$ cat config.mk
export PLATFORM = sky130hd
export DESIGN_NAME = sat_adder
export DESIGN_NICKNAME = d
export VERILOG_FILES = /design/src/rtl/sat_adder.sv
export SDC_FILE = /design/constraint.sdc
export NUM_CORES = 1
export LEC_CHECK = 0
export CORE_MARGIN = 2
export CORE_UTILIZATION = 50
export DETAILED_ROUTE_END_ITERATION = 12
export GPL_TIMING_DRIVEN = 0
export PLACE_DENSITY_LB_ADDON = 0.1
export SYNTH_ARGS = -nofsm -noshare
export SYNTH_HDL_FRONTEND = slang
export SYNTH_SLANG_ARGS = --single-unit
$ cat constraint.sdc
create_clock -name clk -period 1.1 [get_ports clk]
set_input_delay 0.22 -clock clk [delete_from_list [all_inputs] [get_ports clk]]
set_output_delay 0.22 -clock clk [all_outputs]
set_load 0.02 [all_outputs]
$ cat src/rtl/sat_adder.sv
// 16-bit saturating adder/subtractor built from four 4-bit carry-lookahead slices.
// Sum and Ovfl are registered, giving one cycle of latency.
module sat_adder (
    input  logic        clk,
    input  logic        rst,
    input  logic [15:0] A,
    input  logic [15:0] B,
    input  logic        Sub,
    output logic [15:0] Sum,
    output logic        Ovfl
);

    logic [15:0] bop;
    logic [15:0] raw;
    logic [3:0]  grp_g;
    logic [3:0]  grp_p;
    logic [3:0]  grp_c;
    logic        pos_ovf;
    logic        neg_ovf;
    logic [15:0] sum_d;
    logic [15:0] sum_q;
    logic        ovfl_d;
    logic        ovfl_q;

    assign bop      = Sub ? ~B : B;
    assign grp_c[0] = Sub;

    generate
        for (genvar gi = 0; gi < 4; gi++) begin : g_slice
            logic [3:0] g;
            logic [3:0] p;
            logic [3:0] c;

            assign g = A[gi*4 +: 4] & bop[gi*4 +: 4];
            assign p = A[gi*4 +: 4] ^ bop[gi*4 +: 4];

            assign c[0] = grp_c[gi];
            assign c[1] = g[0] | (p[0] & c[0]);
            assign c[2] = g[1] | (p[1] & g[0]) | (p[1] & p[0] & c[0]);
            assign c[3] = g[2] | (p[2] & g[1]) | (p[2] & p[1] & g[0])
                        | (p[2] & p[1] & p[0] & c[0]);

            assign grp_g[gi] = g[3] | (p[3] & g[2]) | (p[3] & p[2] & g[1])
                             | (p[3] & p[2] & p[1] & g[0]);
            assign grp_p[gi] = &p;

            assign raw[gi*4 +: 4] = p ^ c;

            // The carry out of the top slice is unsigned and deliberately dropped.
            if (gi < 3) begin : g_chain
                assign grp_c[gi+1] = grp_g[gi] | (grp_p[gi] & grp_c[gi]);
            end
        end
    endgenerate

    always_comb begin
        pos_ovf = ~A[15] & ~bop[15] &  raw[15];
        neg_ovf =  A[15] &  bop[15] & ~raw[15];
        sum_d   = raw;
        ovfl_d  = pos_ovf | neg_ovf;
        if (pos_ovf) begin
            sum_d = 16'h7FFF;
        end else if (neg_ovf) begin
            sum_d = 16'h8000;
        end
    end

    always_ff @(posedge clk or posedge rst) begin
        if (rst) begin
            sum_q  <= 16'h0000;
            ovfl_q <= 1'b0;
        end else begin
            sum_q  <= sum_d;
            ovfl_q <= ovfl_d;
        end
    end

    assign Sum  = sum_q;
    assign Ovfl = ovfl_q;

endmodule

==> results of run 1 <==
[metal layers]
layer / track usage [%] / vias up / share of wire [%]
li1: - / 781 / -
met1: 25.10 / 820 / 34
met2: 45.19 / 114 / 54
met3: 0.8529 / 34 / 6.7
met4: 8.254 / 0 / 5.2
met5: 0 / - / 0
[cell usage in the layout, fill, tap and decap left out, types with 2 or more instances in the layout]
cell type and instances:
clkbuf_16 2, ha_1 15, a21o_1 2, inv_1 12, buf_2 17, o41ai_1 2, buf_6 7, nor3_1 3
and2_1 2, xor2_1 19, nand2_1 5, a21oi_2 8, o2bb2ai_1 3, clkbuf_4 3, clkdlybuf4s50_1 28, dlygate4sd2_1 2
a21oi_1 4, buf_4 31, nand2b_1 3, o21ai_0 3, o21ai_2 5, dfrtp_1 17, nor2_1 14, dlymetal6s2s_1 3
nor2b_1 2, fa_1 2, o21ai_1 2, xnor2_1 5, a221o_1 3, buf_12 2
[worst max-delay path by stage]
stage,to,slack [ns]
6_report,Sum[15]$_DFF_PP0_,-1.71
4_1_cts,Sum[15]$_DFF_PP0_,-1.63
5_1_grt,Sum[15]$_DFF_PP0_,-1.75
2_1_floorplan,Sum[15]$_DFF_PP0_,-1.76
3_3_place_gp,Sum[13]$_DFF_PP0_,-2.41
3_5_place_dp,Sum[15]$_DFF_PP0_,-2.45
[kinds of logic (layout without fill, tap and decap cells)]
family                     count (synthesis)  in the layout  synth area share (%)
adders and majority gates                 21             21                 17.82
DFF                                       17             17                 26.81
muxes                                      1              1                0.6309
buffers and inverters                     16            109                 4.732
xor gates and xnor gates                  26             26                 14.35
and+or+nand+nor                           41             41                 13.56
AOI/OAI and AO/OA                         44             44                 22.08
[what timing repair did]
item                                    in CTS  in global routing
pin swaps                                   15                 15
endpoints found under the setup margin      34                 17
hold endpoints to repair                     0                  0
cloned                                       1                  1
setup buffers                               21                 15
resized for setup                           84                 28
hold buffers                                 0                  0
[final cells by class]
class | count | area share [%]
tap | 44 | 2.113
inverter | 12 | 1.729
sequential | 17 | 16.33
timing repair buffer | 89 | 29.35
clock buffer | 4 | 1.009
multi-input combinational | 133 | 46.69
buffer | 4 | 2.786
[state kept, by name, indices dropped and copies added, names as in the netlist]
name	flops
Ovfl	1
Sum	16
[report_power, final]
part | leakage (nW) | total, mW | switching, mW | internal, mW
Clock | 0.0150 | 0.311 | 0.170 | 0.141
Combinational | 1.02 | 2.26 | 1.23 | 1.02
Sequential | 0.199 | 0.879 | 0.0414 | 0.838
Total | 1.23 | 3.45 | 1.45 | 2.00
[through the flow]
stage | utilization, % | area [µm²] | hold slack (ns)
6_report | 86.03 | 2605 | 0.2951
5_1_grt | 86.03 | 2605 | 0.3702
4_1_cts | 77.89 | 2359 | 0.3016
3_5_place_dp | 72.64 | 2200 | 0.6064
3_3_place_gp | 72.64 | 2200 | 0.5978
2_1_floorplan | - | 1634 | 0.1461
[Yosys cell counts (all sizes together)]
cell type  number
o311a           1
o22ai           1
inv            12
a21o            2
nor3b           1
a211oi          3
o21ai          10
o21bai          1
o21a            1
nand2b          3
maj3            1
nor2           14
xor2           20
nor2b           2
o2bb2ai         3
dfrtp          17
nand2           5
o21ba           1
o31a            1
nand4b          1
buf             2
and3            2
a211o           1
nand3           1
a2111oi         1
ha             17
and2            3
a21oi          12
nor3            5
o41ai           2
fa              3
or4             1
nand4           1
nor4            2
clkbuf          2
mux2i           1
o31ai           1
xnor2           6
a221o           3
==> out/metrics.cfg, run 1 <==
[synthesis]
synth_area_leaders=dfrtp_1, ha_1, xor2_1
synth_top_cell_by_area=dfrtp_1
synth-seq-area-share_pct=26.81
syn_area_per_cell_um2=9.557
synth_seq_cells=17
synth_cell_types=44
syn_area_um2=1587
synth_top_area_share_pct=26.81
synth_fp_nets=221
synth-warning-count=0
synth_cells=166

[sta]
setup_ws_ns=-1.714
setup_viol=17
worst_pin_slew_ns=0.5837
clock.fmax_mhz=355.3
slew_headroom_pct=61.04
period_needed_ns=2.814
tns_ns=-27.38
hold_viol=0
rsz0062_at_grt=yes
finalCritPeriodShare_pct=255.8
slew_viol_final=0

[place]
hpwl_um=2911
pre_cts_ws_ns=-2.452
dp.cells=261
gp_congestion=0.9250
portBuffers=51

[worst_setup_path]
cp_max_fo=6
worst-path-stages=13
path_buf_inv=5
end_kind=flop
cp_cell_sequence=buf_8 -> clkbuf_16 -> buf_4 -> buf_6 -> xor2_1 -> ha_1 -> a21oi_1 -> o21ai_2 -> nor3b_4 -> nor4_2 -> a211o_1 -> buf_6 -> o21bai_1
cp_top_family=compound AO/OA/AOI/OAI gates
criticalPathCategory=input port to flop
startpoint_type=input port
critPathMaxStageDelay_ns=0.46
slowest_stage=nor3b_4
cp.arrival_ns=2.98
required_ns=1.26
cpMostUsedCell=buf_6
startpoint=Sub

[global_route]
grt_pass1_wl_um=6244
grt_max_degree=18
grt_pass1_vias=1463
gr-usage-all-layers_pct=22.66
antenna_found_initial=0
gr-total-overflow=0

[route]
num_vias=1749
viasPerCell=5.772
wl_per_cell_um=17.44
dr.pass1.iters=4
ant_nets=0
drt_iter0_drc=58
wl_um=5285
drc_errors=0

[layout]
drive_gt1_share_pct=36.68
multi_input_area_um2=1216
area_growth_pct=64.20
regArea_um2=425.4
fin_nets=315
fin_cells=303
n_fill_cell=143
antenna_cells=0

[power]
ir_drop_uv=488.9
total_power_mw=3.450
powerDensity_nw_per_um2=1324
p_leak_nw=1.229

[floorplan]
fp.dieH_um=60.33
num_io_pins=52
core_um2=3028
rows=20
initial_core_util_pct=52.40
die_w_um=60.33
die_area_um2=3640

[clock_network]
cts_sinks=17
htreeDepth=1
clockBufferDepth=2
cts_tree=built
cts_root_buffer=clkbuf_4
path_clk_slew_ns=0.08
cts_inserted_buffers=3

[run_status]
status=complete, but fails checks
violations=setup timing

[flow_run]
cap_violations=0

[min_path]
hold_class=input port to async pin

Note: power is estimated with default switching activity, not from simulation.
==> run 2: changes to the inputs <==
- SETUP_SLACK_MARGIN: not set -> 0.2
==> run 2 against run 1 <==
Compared with the run above: the flow still finishes with violations (setup timing); sequential cell count unchanged; count of clock-buffer cells in the layout did not move; sequential power rose by 6.7%; core utilization increased by 3.8 points; wire length down 4.5%; maximum frequency increased by 0.70%; first-iteration DRC count increased by 10%; combinational power grew 11%; worst hold slack lost 0.0039 ns.
==> out/metrics.cfg, run 2 (synthesized netlist as in run 1, its figures left out) <==
[worst_setup_path]
slowest_stage=a221o_1
end_kind=flop
cp_top_family=compound AO/OA/AOI/OAI gates
path_buf_inv=4  ; -1
required_ns=1.27  ; about the same
cp_max_fo=8  ; +2
startpoint_type=input port
cp.arrival_ns=2.96  ; -0.02 ns
critPathMaxStageDelay_ns=0.41  ; -0.05 ns
criticalPathCategory=input port to flop
cp_cell_sequence=buf_8 -> clkbuf_16 -> clkbuf_16 -> xor2_1 -> ha_1 -> and2_4 -> a221o_1 -> a221o_1 -> o311a_1 -> a211o_1 -> buf_6 -> o21bai_1

[power]
netSwitchingFraction_pct=39.84  ; -2.1 points
ir_drop_uv=513.8  ; +5.1%
p_clk_share_pct=8.4  ; -0.6 points
combinationalPowerShare_pct=66.6  ; +1.1 points
powerDensity_nw_per_um2=1378  ; +4.1%
intPower_mw=2.256  ; +13%
total_power_mw=3.750  ; +8.7%
p_sw_mw=1.494  ; +3.3%
pwr-share-seq_pct=25.0  ; -0.5 points
p_leak_nw=1.260  ; +2.5%

[floorplan]
die_area_um2=3640  ; unchanged
core_um2=3028  ; unchanged
num_io_pins=52  ; unchanged
fp.dieH_um=60.33  ; unchanged
initial_core_util_pct=52.40  ; unchanged
die_w_um=60.33  ; unchanged
rows=20  ; unchanged

[layout]
final_common_cell=clkdlybuf4s50_1
antenna_cells=0  ; unchanged
fin_cells=301  ; -0.66%
drive_gt1_share_pct=37.35  ; +0.67 points
largest_register_ffs=16  ; unchanged
area_growth_pct=71.53
fin_area_um2=2721  ; +4.5%
fin_nets=313  ; -0.63%
finish.utilization_pct=89.88  ; +3.8 points
final_cell_mix=clkdlybuf4s50_1, buf_6, buf_4

[global_route]
grt_pass1_vias=1466  ; +0.21%
gr-total-overflow=0  ; unchanged
grt_max_degree=18  ; unchanged
antenna_found_initial=0  ; unchanged
grt_pass1_wl_um=6265  ; +0.34%
gr-usage-all-layers_pct=22.85  ; +0.19 points

[sta]
setup_viol=17  ; unchanged
setup_ws_ns=-1.695  ; +0.01951 ns
tns_ns=-28.15  ; -0.7704 ns
rsz0062_at_grt=yes
period_needed_ns=2.795  ; -0.01951 ns
slew_viol_final=0  ; unchanged
finalCritPeriodShare_pct=254.1  ; -1.8 points
worst_pin_slew_ns=0.5873  ; +0.003605 ns
clock.fmax_mhz=357.8  ; +0.70%
hold_viol=0  ; unchanged
worst_hold_slack_ns=0.2912  ; -0.003913 ns
slew_headroom_pct=60.80  ; -0.24 points

[run_status]
violations=setup timing
status=complete, but fails checks

[route]
wl_per_cell_um=16.76  ; -3.9%
viasPerCell=5.645  ; -2.2%
ant_nets=0  ; unchanged
drt_iter0_drc=64  ; +10%
num_vias=1699  ; -2.9%
drc_errors=0  ; unchanged
wl_um=5046  ; -4.5%
dr.pass1.iters=4  ; unchanged

[clock_network]
cts_root_buffer=clkbuf_4
cts_sinks=17  ; unchanged
htreeDepth=1  ; unchanged
clockBufferDepth=2  ; unchanged
hold_buffers=0  ; unchanged
path_clk_slew_ns=0.09  ; about the same
cts_tree=built
cts_inserted_buffers=3  ; unchanged

[place]
hpwl_um=2911  ; unchanged
portBuffers=51  ; unchanged
pre_cts_ws_ns=-2.452  ; unchanged
post_dp_cell_area_um2=2200  ; unchanged
gp_congestion=0.9250  ; unchanged
dp.cells=261  ; unchanged

[flow_run]
cap_violations=0  ; unchanged

[min_path]
hold_class=input port to async pin

run 2: final cells by class:
class | instances | area, µm²
inverters | 12 | 45.04
well taps | 44 | 55.05
clock buffers | 4 | 26.28
repair buffers | 87 | 854.6
flip-flops and latches | 17 | 425.4
fillers | 121 | 306.5
plain buffers | 4 | 72.57
multi-input cells | 133 | 1242
run 2: final timing paths:
path | endpoint | cells after the start | from
hold / removal | Sum[8]$_DFF_PP0_ | 2 | rst
min in group clk | Sum[0]$_DFF_PP0_ | 5 | Sub
max in group asynchronous | Sum[5]$_DFF_PP0_ | 2 | rst
setup / recovery | Sum[15]$_DFF_PP0_ | 12 | Sub
run 2: timing repair:
| action | 4_1_cts | 5_1_grt |
|---|---|---|
| buffers inserted | 21 | 13 |
| setup endpoints to repair | 34 | 34 |
| gates cloned | 1 | 1 |
| gates resized for setup | 118 | 35 |
| pin swaps | 15 | 17 |
run 2: power by group through the flow:
stage / clock, mW / combinational, mW / sequential, mW
final: 0.315 / 2.50 / 0.938
after global routing: 0.331 / 2.65 / 0.959
after CTS: 0.320 / 2.17 / 0.942
after detailed placement: 0 / 1.97 / 0.910
after global placement: 0 / 1.92 / 0.898
after floorplan: 0 / 0.916 / 1.20
run 2: routing by layer:
layer / routed length [µm] / GRT usage, % / vias to the layer above
met4: 133 / 9.206 / 0
li1: - / - / 772
met1: 1927 / 25.13 / 808
met3: 280 / 0.8529 / 19
met5: 0 / 0 / -
met2: 2704 / 45.34 / 100
